===== config.mk =====
export PLATFORM = sky130hd
export DESIGN_NAME = uart_rx
export DESIGN_NICKNAME = d
export VERILOG_FILES = /design/src/rtl/uart_pkg.sv /design/src/rtl/uart_rx_sync.sv /design/src/rtl/uart_rx.sv
export SDC_FILE = /design/constraint.sdc
export NUM_CORES = 1
export LEC_CHECK = 0
export ABC_AREA = 1
export CAP_MARGIN = 15
export CORE_ASPECT_RATIO = 2
export CORE_MARGIN = 3
export CORE_UTILIZATION = 35
export CTS_CLUSTER_SIZE = 24
export DETAILED_ROUTE_END_ITERATION = 7
export SLEW_MARGIN = 15
export SYNTH_ARGS = -nofsm -noshare
export SYNTH_HDL_FRONTEND = slang
export SYNTH_SLANG_ARGS = --single-unit

===== constraint.sdc =====
create_clock -name i_Clock -period 2.25 [get_ports i_Clock]
set_clock_uncertainty 0.15 [all_clocks]
set_input_delay 0.225 -clock i_Clock [delete_from_list [all_inputs] [get_ports i_Clock]]
set_output_delay 0.225 -clock i_Clock [all_outputs]
set_load 0.005 [all_outputs]

===== src/rtl/uart_pkg.sv =====
// Shared UART definitions: state encodings (common to uart_tx and uart_rx),
// frame geometry, default bit period and counter width.
package uart_pkg;

  localparam int DATA_BITS        = 8;
  localparam int CLKS_PER_BIT_DEF = 87;
  localparam int CNT_W            = 11;

  typedef enum logic [2:0] {
    ST_IDLE      = 3'd0,
    ST_START     = 3'd1,
    ST_DATA      = 3'd2,
    ST_PARITY    = 3'd3,
    ST_STOP      = 3'd4,
    ST_CLEANUP   = 3'd5,
    ST_WAIT_HIGH = 3'd6
  } uart_state_e;

  // Even-parity bit for a data word (XOR of all bits).
  function automatic logic even_parity(input logic [DATA_BITS-1:0] data);
    return ^data;
  endfunction

endpackage


===== src/rtl/uart_rx_sync.sv =====
// Two-flop synchroniser for an asynchronous input; both flops reset to RST_VAL.
module uart_rx_sync #(
  parameter logic RST_VAL = 1'b1
) (
  input  logic i_Clock,
  input  logic i_Rst_n,
  input  logic i_D,
  output logic o_Q
);

  logic r_meta;
  logic r_sync;

  always_ff @(posedge i_Clock or negedge i_Rst_n) begin
    if (!i_Rst_n) begin
      r_meta <= RST_VAL;
      r_sync <= RST_VAL;
    end else begin
      r_meta <= i_D;
      r_sync <= r_meta;
    end
  end

  assign o_Q = r_sync;

endmodule


===== src/rtl/uart_rx.sv =====
// 8N1 UART receiver with mid-bit sampling and framing-error detection.
// Define UART_RX_PARITY_EN for 8E1 frames with a parity-error output.
module uart_rx
  import uart_pkg::*;
#(
  parameter int CLKS_PER_BIT = CLKS_PER_BIT_DEF
) (
  input  logic       i_Clock,
  input  logic       i_Rst_n,
  input  logic       i_Rx_Serial,
  output logic       o_Rx_DV,
  output logic [7:0] o_Rx_Byte,
  output logic       o_Rx_Active,
`ifdef UART_RX_PARITY_EN
  output logic       o_Rx_Parity_Err,
`endif
  output logic       o_Rx_Frame_Err
);

  localparam logic [CNT_W-1:0] LP_HALF = CNT_W'((CLKS_PER_BIT - 1) / 2);
  localparam logic [CNT_W-1:0] LP_LAST = CNT_W'(CLKS_PER_BIT - 1);

  logic w_rx_s;

  uart_rx_sync #(.RST_VAL(1'b1)) u_sync (
    .i_Clock (i_Clock),
    .i_Rst_n (i_Rst_n),
    .i_D     (i_Rx_Serial),
    .o_Q     (w_rx_s)
  );

  uart_state_e          r_state, w_state;
  logic [CNT_W-1:0]     r_cnt,   w_cnt;
  logic [2:0]           r_idx,   w_idx;
  logic [DATA_BITS-1:0] r_data,  w_data;
  logic [DATA_BITS-1:0] r_byte,  w_byte;
  logic                 r_dv,    w_dv;
  logic                 r_active, w_active;
  logic                 r_ferr,  w_ferr;
`ifdef UART_RX_PARITY_EN
  logic                 r_perr_flag, w_perr_flag;
  logic                 r_perr,  w_perr;
`endif

  always_ff @(posedge i_Clock or negedge i_Rst_n) begin
    if (!i_Rst_n) begin
      r_state     <= ST_IDLE;
      r_cnt       <= '0;
      r_idx       <= '0;
      r_data      <= '0;
      r_byte      <= '0;
      r_dv        <= 1'b0;
      r_active    <= 1'b0;
      r_ferr      <= 1'b0;
`ifdef UART_RX_PARITY_EN
      r_perr_flag <= 1'b0;
      r_perr      <= 1'b0;
`endif
    end else begin
      r_state     <= w_state;
      r_cnt       <= w_cnt;
      r_idx       <= w_idx;
      r_data      <= w_data;
      r_byte      <= w_byte;
      r_dv        <= w_dv;
      r_active    <= w_active;
      r_ferr      <= w_ferr;
`ifdef UART_RX_PARITY_EN
      r_perr_flag <= w_perr_flag;
      r_perr      <= w_perr;
`endif
    end
  end

  always_comb begin
    w_state     = r_state;
    w_cnt       = r_cnt;
    w_idx       = r_idx;
    w_data      = r_data;
    w_byte      = r_byte;
    w_dv        = 1'b0;
    w_active    = r_active;
    w_ferr      = 1'b0;
`ifdef UART_RX_PARITY_EN
    w_perr_flag = r_perr_flag;
    w_perr      = 1'b0;
`endif
    case (r_state)
      ST_IDLE: begin
        w_cnt    = '0;
        w_idx    = '0;
        w_active = 1'b0;
        if (!w_rx_s) w_state = ST_START;
      end
      ST_START: begin
        if (r_cnt == LP_HALF) begin
          w_cnt = '0;
          // A start bit that is high again at mid-bit was only a glitch.
          if (!w_rx_s) begin
            w_state  = ST_DATA;
            w_active = 1'b1;
`ifdef UART_RX_PARITY_EN
            w_perr_flag = 1'b0;
`endif
          end else begin
            w_state = ST_IDLE;
          end
        end else begin
          w_cnt = r_cnt + 1'b1;
        end
      end
      ST_DATA: begin
        if (r_cnt == LP_LAST) begin
          w_cnt         = '0;
          w_data[r_idx] = w_rx_s;
          w_idx         = r_idx + 3'd1;
          if (r_idx == 3'd7) begin
`ifdef UART_RX_PARITY_EN
            w_state = ST_PARITY;
`else
            w_state = ST_STOP;
`endif
          end
        end else begin
          w_cnt = r_cnt + 1'b1;
        end
      end
`ifdef UART_RX_PARITY_EN
      ST_PARITY: begin
        if (r_cnt == LP_LAST) begin
          w_cnt       = '0;
          w_perr_flag = (w_rx_s != even_parity(r_data));
          w_state     = ST_STOP;
        end else begin
          w_cnt = r_cnt + 1'b1;
        end
      end
`endif
      ST_STOP: begin
        if (r_cnt == LP_LAST) begin
          w_cnt    = '0;
          w_active = 1'b0;
          if (w_rx_s) begin
            w_state = ST_CLEANUP;
`ifdef UART_RX_PARITY_EN
            if (r_perr_flag) begin
              w_perr = 1'b1;
            end else begin
              w_byte = r_data;
              w_dv   = 1'b1;
            end
`else
            w_byte = r_data;
            w_dv   = 1'b1;
`endif
          end else begin
            // Low stop bit: wait for the line to go high so a break is not re-read as a start.
            w_ferr  = 1'b1;
            w_state = ST_WAIT_HIGH;
          end
        end else begin
          w_cnt = r_cnt + 1'b1;
        end
      end
      ST_CLEANUP: begin
        w_state = ST_IDLE;
      end
      ST_WAIT_HIGH: begin
        if (w_rx_s) w_state = ST_IDLE;
      end
      default: begin
        w_state = ST_IDLE;
      end
    endcase
  end

  assign o_Rx_DV         = r_dv;
  assign o_Rx_Byte       = r_byte;
  assign o_Rx_Active     = r_active;
  assign o_Rx_Frame_Err  = r_ferr;
`ifdef UART_RX_PARITY_EN
  assign o_Rx_Parity_Err = r_perr;
`endif

endmodule

---- Word level (Yosys, flattened, before mapping) ----
Cells that the tools add are included.
storage, ports and cells
  register bits ........................... 38
  input port bits ......................... 3
operators by class
  $add $sub $neg .......................... 2
  magnitude comparators ................... 2
  equal/unequal tests ..................... 14
  muxes and demuxes ....................... 27
  reductions and logical operators ........ 11
operators with widths
  kind                                                                                  count
  11-bit one-hot mux with 3 select lines                                                1
  11-bit two-way mux                                                                    2
  3-bit two-way mux                                                                     7
  3-bit one-hot mux with 5 select lines                                                 1
  2-bit inequality test (second input constant)                                         6
  11-bit by 1-bit adder with 11-bit output (second input constant)                      1
  11-bit by 6-bit equality test with 1-bit output (second input constant)               1
  11-bit by 7-bit equality test with 1-bit output (second input constant)               1
  1-bit two-way mux                                                                     10
  3-bit equality test (second input constant)                                           3
  8-bit bitwise mux                                                                     1
  3-bit one-hot mux with 2 select lines                                                 1
  6-bit AND reduction                                                                   1
  3-bit nonzero test                                                                    2
  3-bit by 4-bit < comparator with 1-bit output (second input constant)                 1
  2-bit two-way mux                                                                     2
  2-bit AND reduction                                                                   2
  4-bit AND reduction                                                                   1
  3-bit by 1-bit adder with 3-bit output (second input constant)                        1
  1-bit demux with 3-bit select                                                         1
  3-bit by 1-bit equality test with 1-bit output (second input constant)                1
  3-bit by 2-bit equality test with 1-bit output (second input constant)                1
  3-bit by 1-bit greater-or-equal comparator with 1-bit output (second input constant)  1
  3-bit logical NOT                                                                     1
  other kinds (6)                                                                       6

---- Longest topological paths before layout ----
Gate-level depths: netlist (run 1).
  depth after elaboration ................. 5
  depth in mapped cells ................... 11

---- Hierarchy ----
A second synthesis (run 1) with hierarchy kept.
unflattened totals
  cell total of the unflattened synthesis .. 235
  area total of the unflattened synthesis .. 1958.1 um^2
modules (own cells, without submodules)
  module        instances  cells an instance  area an instance (um^2)  seq. area each (um^2)
  uart_rx       1          233                1905.6                   900.9
  uart_rx_sync  1          2                  52.6                     52.6

---- Worst setup path after synthesis (run 1) ----
OpenSTA, ideal clock, no wires.
  kind .................................... reg2reg
  start point ............................. register r_cnt[0]
  end point ............................... register r_byte[4], in the netlist o_Rx_Byte[4]
  setup time .............................. 0.117 ns
  data arrival time ....................... 1.330 ns
  data required time ...................... 1.983 ns
  slack ................................... 0.652 ns
  cell stages (with the launch flop) ...... 10
  path buffers ............................ 1
  cells stage by stage .................... dfrtp_1 inv_1 ha_1 inv_1 nor2_2 nand3_2 nand3b_4 buf_6 nand2_2 o21ai_2
on the way
  cells in the longest elaborated chain, start to end .. 2
ends and longest elaborated chain
  item                                             RTL line        text
  start, declared                                  uart_rx.sv:33   logic [CNT_W-1:0] r_cnt, w_cnt;
  start signal, assigned                           uart_rx.sv:61   r_cnt <= w_cnt;
  11-bit by 7-bit equality test with 1-bit output  uart_rx.sv:140  if (r_cnt == LP_LAST) begin
  3-bit AND reduction (no source line)             n/a
  end signal, assigned                             uart_rx.sv:64   r_byte <= w_byte;
  end, declared                                    uart_rx.sv:36   logic [DATA_BITS-1:0] r_byte, w_byte;
No other way between the ends.
A chain may end at the register's enable or synchronous reset.

---- Worst setup path in the final report (run 1) ----
  start point ............................. register r_cnt[0]
  end point ............................... register r_byte[5], in the netlist o_Rx_Byte[5]
The elaborated chain is that of the path after synthesis.

==> results of run 1 <==
==> worst paths after layout <==
check,start,end,slack (ns)
hold / removal,i_Rx_Serial,u_sync.r_meta,0.18
hold reg to reg,u_sync.r_meta,u_sync.o_Q,0.21
setup reg to reg,r_cnt[0],o_Rx_Byte[5],0.49
min in group asynchronous,i_Rst_n,o_Rx_Byte[0],0.42
max in group asynchronous,i_Rst_n,r_cnt[2],1.00
setup / recovery,r_cnt[0],o_Rx_Byte[5],0.49
==> cell usage in the layout, fill, tap and decap left out, types with 5 or more instances in the layout <==
cell,instances
sky130_fd_sc_hd__xor2_1,5
sky130_fd_sc_hd__o21ai_2,12
sky130_fd_sc_hd__clkbuf_8,6
sky130_fd_sc_hd__inv_2,9
sky130_fd_sc_hd__nand3_1,21
sky130_fd_sc_hd__nor2_1,17
sky130_fd_sc_hd__nand2_1,69
sky130_fd_sc_hd__dfrtp_1,36
sky130_fd_sc_hd__nand2_2,6
sky130_fd_sc_hd__clkdlybuf4s50_1,12
sky130_fd_sc_hd__inv_1,18
sky130_fd_sc_hd__o21ai_0,9
==> routing by layer <==
metal / vias to the layer above / GRT usage (%)
li1: 813 / -
met1: 756 / 13.9
met2: 23 / 25.2
met3: 12 / 2.37
met4: 0 / 7.69
met5: - / 0
==> area by class of cell <==
type                       instances  area [um^2]  area share, %
clock buffer                       6         82.6           3.51
sequential                        38          953           40.5
multi-input combinational        173          930           39.5
timing repair buffer              14          135           5.74
clock inverter                     2         60.1           2.55
tap                               60         75.1           3.19
inverter                          30          116           4.95
==> kinds of logic (layout without fill, tap and decap cells) <==
| group | count (synthesis) | in the layout |
|---|---|---|
| buf+inv | 37 | 52 |
| simple gates | 130 | 130 |
| fa+ha+maj | 4 | 4 |
| xor+xnor | 6 | 6 |
| flops | 38 | 38 |
| compound gates | 33 | 33 |
==> synth_stat cells (all sizes together) <==
cell    instances  area, um^2
clkinv          2        8.75
buf             7        58.8
nand3          24         135
ha              4        50.1
inv            28         108
nand4           2        12.5
nor3            4        20.0
nand3b          2        27.5
a21oi           4        23.8
nand2          76         308
o21ai          25         170
o21bai          2        15.0
o31ai           2        15.0
dfrtp          36         901
xnor2           1        8.76
nor2           21        93.8
xor2            5        43.8
dfstp           2        52.6
or2             1        6.26
==> per-stage QoR <==
stage                     total power, W  area [um^2]  hold slack, ns
after floorplan                  0.00135         2060          -0.221
after global placement           0.00149         2200           0.196
after detailed placement         0.00150         2200           0.200
after CTS                        0.00223         2350           0.178
after global routing             0.00234         2350           0.179
final                            0.00220         2350           0.183
==> worst max-delay path: stages (launching register included) <==
cell and delay, ns:
sky130_fd_sc_hd__dfrtp_1 0.44, sky130_fd_sc_hd__inv_1 0.10, sky130_fd_sc_hd__ha_1 0.17, sky130_fd_sc_hd__inv_1 0.05, sky130_fd_sc_hd__nor2_2 0.11, sky130_fd_sc_hd__nand3_2 0.13
sky130_fd_sc_hd__nand3b_4 0.30, sky130_fd_sc_hd__inv_2 0.15, sky130_fd_sc_hd__nand2_1 0.06, sky130_fd_sc_hd__nand2_1 0.05
==> power by group through the flow <==
stage          clock [W]  sequential, W  combinational, W
2_1_floorplan          0       0.000813          0.000535
3_3_place_gp           0       0.000828          0.000664
3_5_place_dp           0       0.000831          0.000673
4_1_cts         0.000730       0.000818          0.000678
5_1_grt         0.000754       0.000832          0.000755
6_report        0.000715       0.000818          0.000664
==> registers in the layout, indices dropped and copies added, names as in the netlist, 3 cells and up <==
register   cells
o_Rx_Byte      8
r_cnt         11
r_data         8
r_idx          3
r_state        3
==> results.sh, run 1 <==
export IMPL_result_of_the_run="complete, no violations"
export IMPL_tritoncts_clock_tree="done"
export IMPL_drc=0
export IMPL_fp_dieH_um=114
export IMPL_gpl_congestion=0.866
export IMPL_critPathArrivalTime_ns=1.84
export IMPL_nNetsFinal=269
export IMPL_layout_cells_non_filler=323
export IMPL_seq_area_frac_synth_pct=46.3
export IMPL_fill_cells=564
export IMPL_ctsHoldBuffers=1
export IMPL_drt_vias_per_instance=4.97
export IMPL_seq_power_share_pct=37.2
export IMPL_combinational_power_share_pct=30.2
export IMPL_yosys_mux_area_fraction_pct=0
export IMPL_whs_path_depth=1
export IMPL_buffers_inserted_by_post_cts_timing_repair=0
export IMPL_synthesis_area_um2=2060
export IMPL_iteration_count_of_the_initial_detailed_routing_pass=4
export IMPL_area_growth_syn_to_layout_pct=14.3
export IMPL_endpoint_kind="flop"
export IMPL_type_of_the_worst_min_delay_path="in -> reg"
export IMPL_ys_warn_count=0
export IMPL_buffer_depth_of_the_longest_clock_path=2
export IMPL_final_util_pct=42.3
export IMPL_overflow=0
export IMPL_clock_tree_htree_level_count=2
export IMPL_power_per_cell_area_nw_per_um2=934
export IMPL_layout_worst_path_cycle_share_pct=78.3
export IMPL_num_rows=38
export IMPL_critPathRequiredTime_ns=2.33
export IMPL_cell_count_after_synthesis=248
export IMPL_detail_route_iter0_violations=28
export IMPL_drive_above_1_share_pct=19.4
export IMPL_grt_max_degree=39
export IMPL_die_width_um=60.2
export IMPL_kind_of_start_point_of_the_critical_path="flop"
export IMPL_slew_headroom_pct=44.4
export IMPL_post_route_worst_setup_slack_ns=0.488
export IMPL_cap_violations=0
export IMPL_numCtsBuffers=5
export IMPL_antenna_found_initial=0
export IMPL_net_switching_component_of_the_power_w=0.000777
export IMPL_clock_insertion_delay_worst_skew_ns=0.29
export IMPL_tightest_slew_ns=0.834
export IMPL_cts_clk_slew_worst_paths_ns=0.08
export IMPL_port_buffers=13
export IMPL_drtAntennaViolNets=0
export IMPL_tritoncts_num_sinks=38
export IMPL_highest_layer="met4"
export IMPL_numPlacedInstances=314
export IMPL_post_place_ws_ns=0.480
export IMPL_post_drt_wl_per_cell_um=12.7
export IMPL_synth_avg_cell_area_um2=8.30
export IMPL_clkPwrFrac_pct=32.6
export IMPL_p_leak_nw=1.08
export IMPL_count_of_different_cell_masters_after_synthesis=33
export IMPL_wire_length_of_the_first_global_routing_pass_um=7140
export IMPL_max_vdd_ir_drop_uv=584
export IMPL_synth_adder_area_share_pct=2.43
export IMPL_detailroute_via_count=1604
export IMPL_routed_wire_length_um=4090
export IMPL_critical_path_class="reg -> reg"
export IMPL_total_core_area_um2=5560
export IMPL_unrepaired_setup_endpoints_after_global_routing="false"
export IMPL_synth_compound_area_share_pct=10.9
export IMPL_grt_use_total_pct=13.8
export IMPL_met3_length_um=100
export IMPL_layout_min_cycle_time_ns=1.76
export IMPL_synth_top_family_by_area="simple AND/OR/NAND/NOR gates"
export IMPL_io_pin_count=14
export IMPL_effective_utilization_at_floorplan_pct=37.0
export IMPL_timing_critical_path_fanout_max=13
export IMPL_post_synth_and_or_nand_nor_area_fraction_pct=29.3
export IMPL_report_final_slew_viol_count=0
export IMPL_timing_setup_tns_ns=0
export IMPL_wl_met1_um=1510
export IMPL_antenna_cells_inserted=0
export IMPL_detailroute_wirelength_met2_um=2320
export IMPL_cts_root_buf="sky130_fd_sc_hd__clkbuf_8"
export IMPL_report_final_hold_viol_count=0
export IMPL_timing_reg2reg_worst_path_depth=9
export IMPL_post_synth_xor_area_fraction_pct=2.55
export IMPL_die_area_um2=6890
export IMPL_grt_pass1_vias=1622
export IMPL_hpwl_um=3150
export IMPL_ys_ff_latch=38
export IMPL_p_sw_share_pct=35.4
export IMPL_internal_power_w=0.00142
export IMPL_synthesis_nets=255
export IMPL_cts_resized=0
export IMPL_final_setup_viol_count=0
export IMPL_max_clock_freq_mhz=568
(Power assumes the default switching activity.)
==> inputs of run 2 (changes only) <==
- clock period: 2.25 -> 1.7 ns (I/O delays scaled with it)
==> results.sh, run 2 (synthesis results as in run 1) <==
export IMPL_post_place_ws_ns=0.0131
export IMPL_slew_headroom_pct=67.7
export IMPL_drc=0
export IMPL_whs_path_depth=1
export IMPL_tritoncts_num_sinks=38
export IMPL_result_of_the_run="complete, no violations"
export IMPL_timing_hold_worst_start="i_Rx_Serial"
export IMPL_layout_worst_path_cycle_share_pct=94.5
export IMPL_critical_path_class="reg -> reg"
export IMPL_register_containing_the_most_flip_flops_in_the_final_layout="r_cnt"
export IMPL_routed_wire_length_um=4470
export IMPL_die_area_um2=6890
export IMPL_drive_above_1_share_pct=30.0
export IMPL_post_drt_wl_per_cell_um=13.3
export IMPL_gpl_congestion=0.890
export IMPL_total_core_area_um2=5560
export IMPL_area_of_the_multi_input_gates_um2=1040
export IMPL_report_final_slew_viol_count=0
export IMPL_detailroute_via_count=1673
export IMPL_totalPowerFinal_w=0.00285
export IMPL_wire_length_of_the_first_global_routing_pass_um=7420
export IMPL_timing_setup_tns_ns=0
export IMPL_tightest_slew_ns=0.485
export IMPL_clock_insertion_delay_worst_skew_ns=0.29
export IMPL_die_width_um=60.2
export IMPL_grt_pass1_vias=1712
export IMPL_cp_slowest_stage_delay_ns=0.42
export IMPL_max_vdd_ir_drop_uv=760
export IMPL_top_delay_family_on_crit_path="simple AND/OR/NAND/NOR gates"
export IMPL_effective_utilization_at_floorplan_pct=37.0
export IMPL_report_final_hold_viol_count=0
export IMPL_fill_cells=567
export IMPL_hpwl_um=3320
export IMPL_io_pin_count=14
export IMPL_area_growth_syn_to_layout_pct=22.2
export IMPL_fp_dieH_um=114
export IMPL_crit_reg2reg_launch="r_state[1]"
export IMPL_regToRegEndpoint="r_cnt[6]"
export IMPL_timing_critical_path_fanout_max=8
export IMPL_cts_clk_slew_worst_paths_ns=0.08
export IMPL_timing_reg2reg_worst_path_depth=9
export IMPL_cts_root_buf="sky130_fd_sc_hd__clkbuf_8"
export IMPL_final_setup_viol_count=0
export IMPL_final_cell_area_um2=2510
export IMPL_path_cells="inv_2 > nand2_4 > nor2_4 > inv_2 > nand2_2 > nand2_1 > nand2_2 > inv_6 > o21ai_2"
export IMPL_grt_use_total_pct=14.4
export IMPL_overflow=0
export IMPL_max_clock_freq_mhz=622
export IMPL_cpMaxStageDelayCell="sky130_fd_sc_hd__dfrtp_1"
export IMPL_tritoncts_clock_tree="done"
export IMPL_critPathRequiredTime_ns=1.77
export IMPL_iteration_count_of_the_initial_detailed_routing_pass=4
export IMPL_detail_route_iter0_violations=42
export IMPL_antenna_cells_inserted=0
export IMPL_layout_min_cycle_time_ns=1.61
export IMPL_post_route_worst_setup_slack_ns=0.0931
export IMPL_type_of_the_worst_min_delay_path="in -> reg"
export IMPL_min_delay_worst_endpoint="u_sync.r_meta"
export IMPL_leading_cell_type_in_the_layout_fill_and_taps_excluded="sky130_fd_sc_hd__nand2_1"
export IMPL_largest_register_ffs=11
export IMPL_cap_violations=0
export IMPL_critical_path_startpoint="r_state[1]"
export IMPL_final_seq_area_um2=956
export IMPL_buffer_depth_of_the_longest_clock_path=2
export IMPL_placed_area_um2=2260
export IMPL_p_leak_nw=1.14
export IMPL_kind_of_start_point_of_the_critical_path="flop"
export IMPL_clock_tree_htree_level_count=2
export IMPL_antenna_found_initial=0
export IMPL_numCtsBuffers=5
export IMPL_power_per_cell_area_nw_per_um2=1130
export IMPL_drt_vias_per_instance=4.96
export IMPL_endpoint_kind="flop"
export IMPL_grt_max_degree=39
export IMPL_critPathBufInv=3
export IMPL_num_rows=38
export IMPL_drtAntennaViolNets=0
export IMPL_layout_common_cells="66 x sky130_fd_sc_hd__nand2_1, 34 x sky130_fd_sc_hd__dfrtp_1, 17 x sky130_fd_sc_hd__nand3_1"
export IMPL_critPathArrivalTime_ns=1.68
export IMPL_nNetsFinal=283
export IMPL_port_buffers=13
export IMPL_rrSetupSlack_ns=0.09
run 2: cell count changes in the layout (fill, tap and decap cells not counted), moves of 3 or more:
cell                      change
sky130_fd_sc_hd__nor2_1       -3
sky130_fd_sc_hd__nand3_1      -4
sky130_fd_sc_hd__buf_4       +13
sky130_fd_sc_hd__nand3_4      +3
sky130_fd_sc_hd__nand2_1      -3
run 2: worst max path at each step:
stage	to	slack, ns	depth (start not counted)
2_1_floorplan	o_Rx_Byte[4]	0.10	9
4_1_cts	r_cnt[6]	0.02	9
5_1_grt	r_state[1]	-0.04	9
6_report	r_cnt[6]	0.09	9
3_5_place_dp	o_Rx_Byte[3]	0.01	9
3_3_place_gp	o_Rx_Byte[5]	0.07	9
run 2: what timing repair did:
item,CTS,global route
resized for setup,1,30
cloned,1,0
pin swaps,0,9
endpoints found under the hold margin,36,0
endpoints found under the setup margin,3,32
setup buffers,0,5
hold buffers,1,0
run 2: area by class of cell:
class / count / area share (%)
Sequential cell: 38 / 38.0
Tap cell: 60 / 2.99
Clock buffer: 6 / 2.89
Multi-Input combinational cell: 174 / 41.5
Inverter: 30 / 4.93
Timing Repair Buffer: 27 / 9.25
Clock inverter: 2 / 0.398
run 2: layer usage:
metal	share of wire (%)	vias up	global-route usage, %
li1	-	847	-
met1	35	777	13.2
met2	58	30	26.6
met3	2.0	19	2.37
met4	5.2	0	10.4
met5	0	-	0
run 2: report_power, final:
group          leakage [nW]  internal, W  switching (W)
sequential            0.513     0.000990      0.0000740
clock                0.0450     0.000285       0.000331
combinational         0.581     0.000423       0.000743
total                  1.14      0.00170        0.00115
run 2: worst register-to-register path, cell delays in order (launching register included):
cell                      delay, ns
sky130_fd_sc_hd__dfrtp_1       0.42
sky130_fd_sc_hd__inv_2         0.12
sky130_fd_sc_hd__nand2_4       0.08
sky130_fd_sc_hd__nor2_4        0.16
sky130_fd_sc_hd__inv_2         0.07
sky130_fd_sc_hd__nand2_2       0.09
sky130_fd_sc_hd__nand2_1       0.07
sky130_fd_sc_hd__nand2_2       0.15
sky130_fd_sc_hd__inv_6         0.08
sky130_fd_sc_hd__o21ai_2       0.13
run 2: stage by stage:
stage	hold slack, ns	cells	utilization [%]
3_5_place_dp	0.108	322	40.6
4_1_cts	0.146	332	42.6
3_3_place_gp	0.101	322	40.6
2_1_floorplan	-0.276	248	-
6_report	0.147	337	45.2
5_1_grt	0.162	337	45.2
==> inputs of run 3 (changes only) <==
- CORE_UTILIZATION: 35 -> 55
- PLACE_DENSITY: default -> 0.75
==> results.sh, run 3 (synthesis results as in run 1) <==
export IMPL_critPathArrivalTime_ns=1.67
export IMPL_detailroute_wirelength_met2_um=2540
export IMPL_cap_violations=0
export IMPL_p_leak_nw=1.16
export IMPL_crit_reg2reg_launch="r_cnt[0]"
export IMPL_tritoncts_num_sinks=38
export IMPL_grt_max_degree=21
export IMPL_antenna_found_initial=0
export IMPL_antenna_cells_inserted=0
export IMPL_drive_above_1_share_pct=25.5
export IMPL_effective_utilization_at_floorplan_pct=59.0
export IMPL_drtAntennaViolNets=0
export IMPL_overflow=0
export IMPL_critical_path_class="reg -> reg"
export IMPL_report_final_slew_viol_count=0
export IMPL_detailroute_via_count=1674
export IMPL_clock_insertion_delay_worst_skew_ns=0.29
export IMPL_totalPowerFinal_w=0.00308
export IMPL_timing_reg2reg_worst_path_depth=9
export IMPL_critical_path_startpoint="r_cnt[0]"
export IMPL_leading_cell_type_in_the_layout_fill_and_taps_excluded="sky130_fd_sc_hd__nand2_1"
export IMPL_cts_root_buf="sky130_fd_sc_hd__clkbuf_8"
export IMPL_post_drt_wl_per_cell_um=13.5
export IMPL_drc=0
export IMPL_nNetsFinal=280
export IMPL_die_area_um2=4560
export IMPL_cts_clk_slew_worst_paths_ns=0.07
export IMPL_setup_worst_path_end="r_data[3]"
export IMPL_area_growth_syn_to_layout_pct=21.3
export IMPL_fp_dieH_um=92.5
export IMPL_largest_register_ffs=11
export IMPL_gpl_congestion=0.870
export IMPL_unrepaired_setup_endpoints_after_global_routing="true"
export IMPL_placed_area_um2=2260
export IMPL_endpoint_kind="flop"
export IMPL_tightest_slew_ns=0.437
export IMPL_wl_met1_um=1480
export IMPL_clock_tree_htree_level_count=2
export IMPL_die_width_um=49.3
export IMPL_result_of_the_run="complete, no violations"
export IMPL_layout_worst_path_cycle_share_pct=96.8
export IMPL_max_clock_freq_mhz=608
export IMPL_slew_headroom_pct=70.9
export IMPL_report_final_hold_viol_count=0
export IMPL_grt_use_total_pct=20.9
export IMPL_detail_route_iter0_violations=25
export IMPL_max_vdd_ir_drop_uv=912
export IMPL_grt_pass1_vias=1705
export IMPL_final_setup_viol_count=0
export IMPL_port_buffers=13
export IMPL_drt_vias_per_instance=5.20
export IMPL_power_per_cell_area_nw_per_um2=1230
export IMPL_hpwl_um=3210
export IMPL_num_rows=30
export IMPL_buffer_depth_of_the_longest_clock_path=2
export IMPL_final_seq_area_um2=955
export IMPL_met3_length_um=82
export IMPL_io_pin_count=14
export IMPL_layout_min_cycle_time_ns=1.65
export IMPL_tritoncts_clock_tree="done"
export IMPL_numCtsBuffers=5
export IMPL_total_core_area_um2=3490
export IMPL_area_of_the_multi_input_gates_um2=995
export IMPL_routed_wire_length_um=4340
export IMPL_iteration_count_of_the_initial_detailed_routing_pass=4
export IMPL_register_containing_the_most_flip_flops_in_the_final_layout="r_cnt"
export IMPL_post_route_worst_setup_slack_ns=0.0544
export IMPL_highest_layer="met4"
export IMPL_critPathRequiredTime_ns=1.73
export IMPL_post_place_ws_ns=0.0342
export IMPL_rrSetupSlack_ns=0.05
export IMPL_timing_critical_path_fanout_max=4
export IMPL_final_cell_area_um2=2500
export IMPL_regToRegEndpoint="r_data[3]"
export IMPL_worst_hold_slack_ns=0.131
export IMPL_wire_length_of_the_first_global_routing_pass_um=7210
export IMPL_fill_cells=288
export IMPL_type_of_the_worst_min_delay_path="in -> reg"
export IMPL_kind_of_start_point_of_the_critical_path="flop"
export IMPL_layout_common_cells="67 x sky130_fd_sc_hd__nand2_1, 35 x sky130_fd_sc_hd__dfrtp_1, 20 x sky130_fd_sc_hd__nand3_1"
## run 3: changes by cell type in the layout (fill, tap and decap cells not counted), sizes merged
cell	before	now
buf	14	11
bufinv	0	2
clkinv	3	1
## run 3: routing by layer
metal / vias up / GRT usage (%)
met2: 31 / 40.5
li1: 841 / -
met4: 0 / 15.9
met3: 20 / 2.90
met1: 782 / 18.3
met5: - / 0
## run 3: how the worst min path moves through the flow
stage,start,endpoint,cells after the start
global route,i_Rx_Serial,u_sync.r_meta,1
finish,i_Rx_Serial,u_sync.r_meta,1
detailed placement,i_Rst_n,o_Rx_Byte[6],1
global placement,i_Rst_n,o_Rx_Byte[6],1
CTS,i_Rx_Serial,u_sync.r_meta,1
floorplan,i_Rst_n,o_Rx_Active,0
## run 3: report_power, final
| part | internal [W] | total (W) | switching (W) |
|---|---|---|---|
| Clock | 0.000626 | 0.000944 | 0.000319 |
| Combinational | 0.000370 | 0.00108 | 0.000708 |
| Sequential | 0.000991 | 0.00106 | 0.0000691 |
| Total | 0.00199 | 0.00308 | 0.00110 |
## run 3: through the flow
stage | utilization (%) | TNS, ns | std cells
after floorplan | - | 0 | 248
after global placement | 64.7 | 0 | 310
after detailed placement | 64.7 | 0 | 310
after CTS | 69.0 | 0 | 319
after global routing | 71.5 | -0.249 | 322
final | 71.5 | 0 | 322
## run 3: what timing repair did
item | CTS | global route
buffers inserted | 0 | 2
gates resized for setup | 0 | 16
hold endpoints to repair | 22 | 0
hold buffers | 1 | 0
setup endpoints to repair | 0 | 28
## run 3: critical path, stage by stage, from the launching register on
cell and delay [ns]:
sky130_fd_sc_hd__dfrtp_1 0.41, sky130_fd_sc_hd__inv_2 0.07, sky130_fd_sc_hd__ha_2 0.17, sky130_fd_sc_hd__nand4_1 0.09, sky130_fd_sc_hd__nor2_1 0.15, sky130_fd_sc_hd__nand3_1 0.13
sky130_fd_sc_hd__inv_2 0.11, sky130_fd_sc_hd__nand3_1 0.13, sky130_fd_sc_hd__nand2_1 0.08, sky130_fd_sc_hd__o21ai_1 0.06
## run 3: final cells by class
class,instances,share of cell area [%]
inverters,30,4.86
repair buffers,24,8.92
well taps,48,2.41
flip-flops and latches,38,38.2
clock buffers,6,3.31
clock inverters,2,2.41
multi-input cells,174,39.8
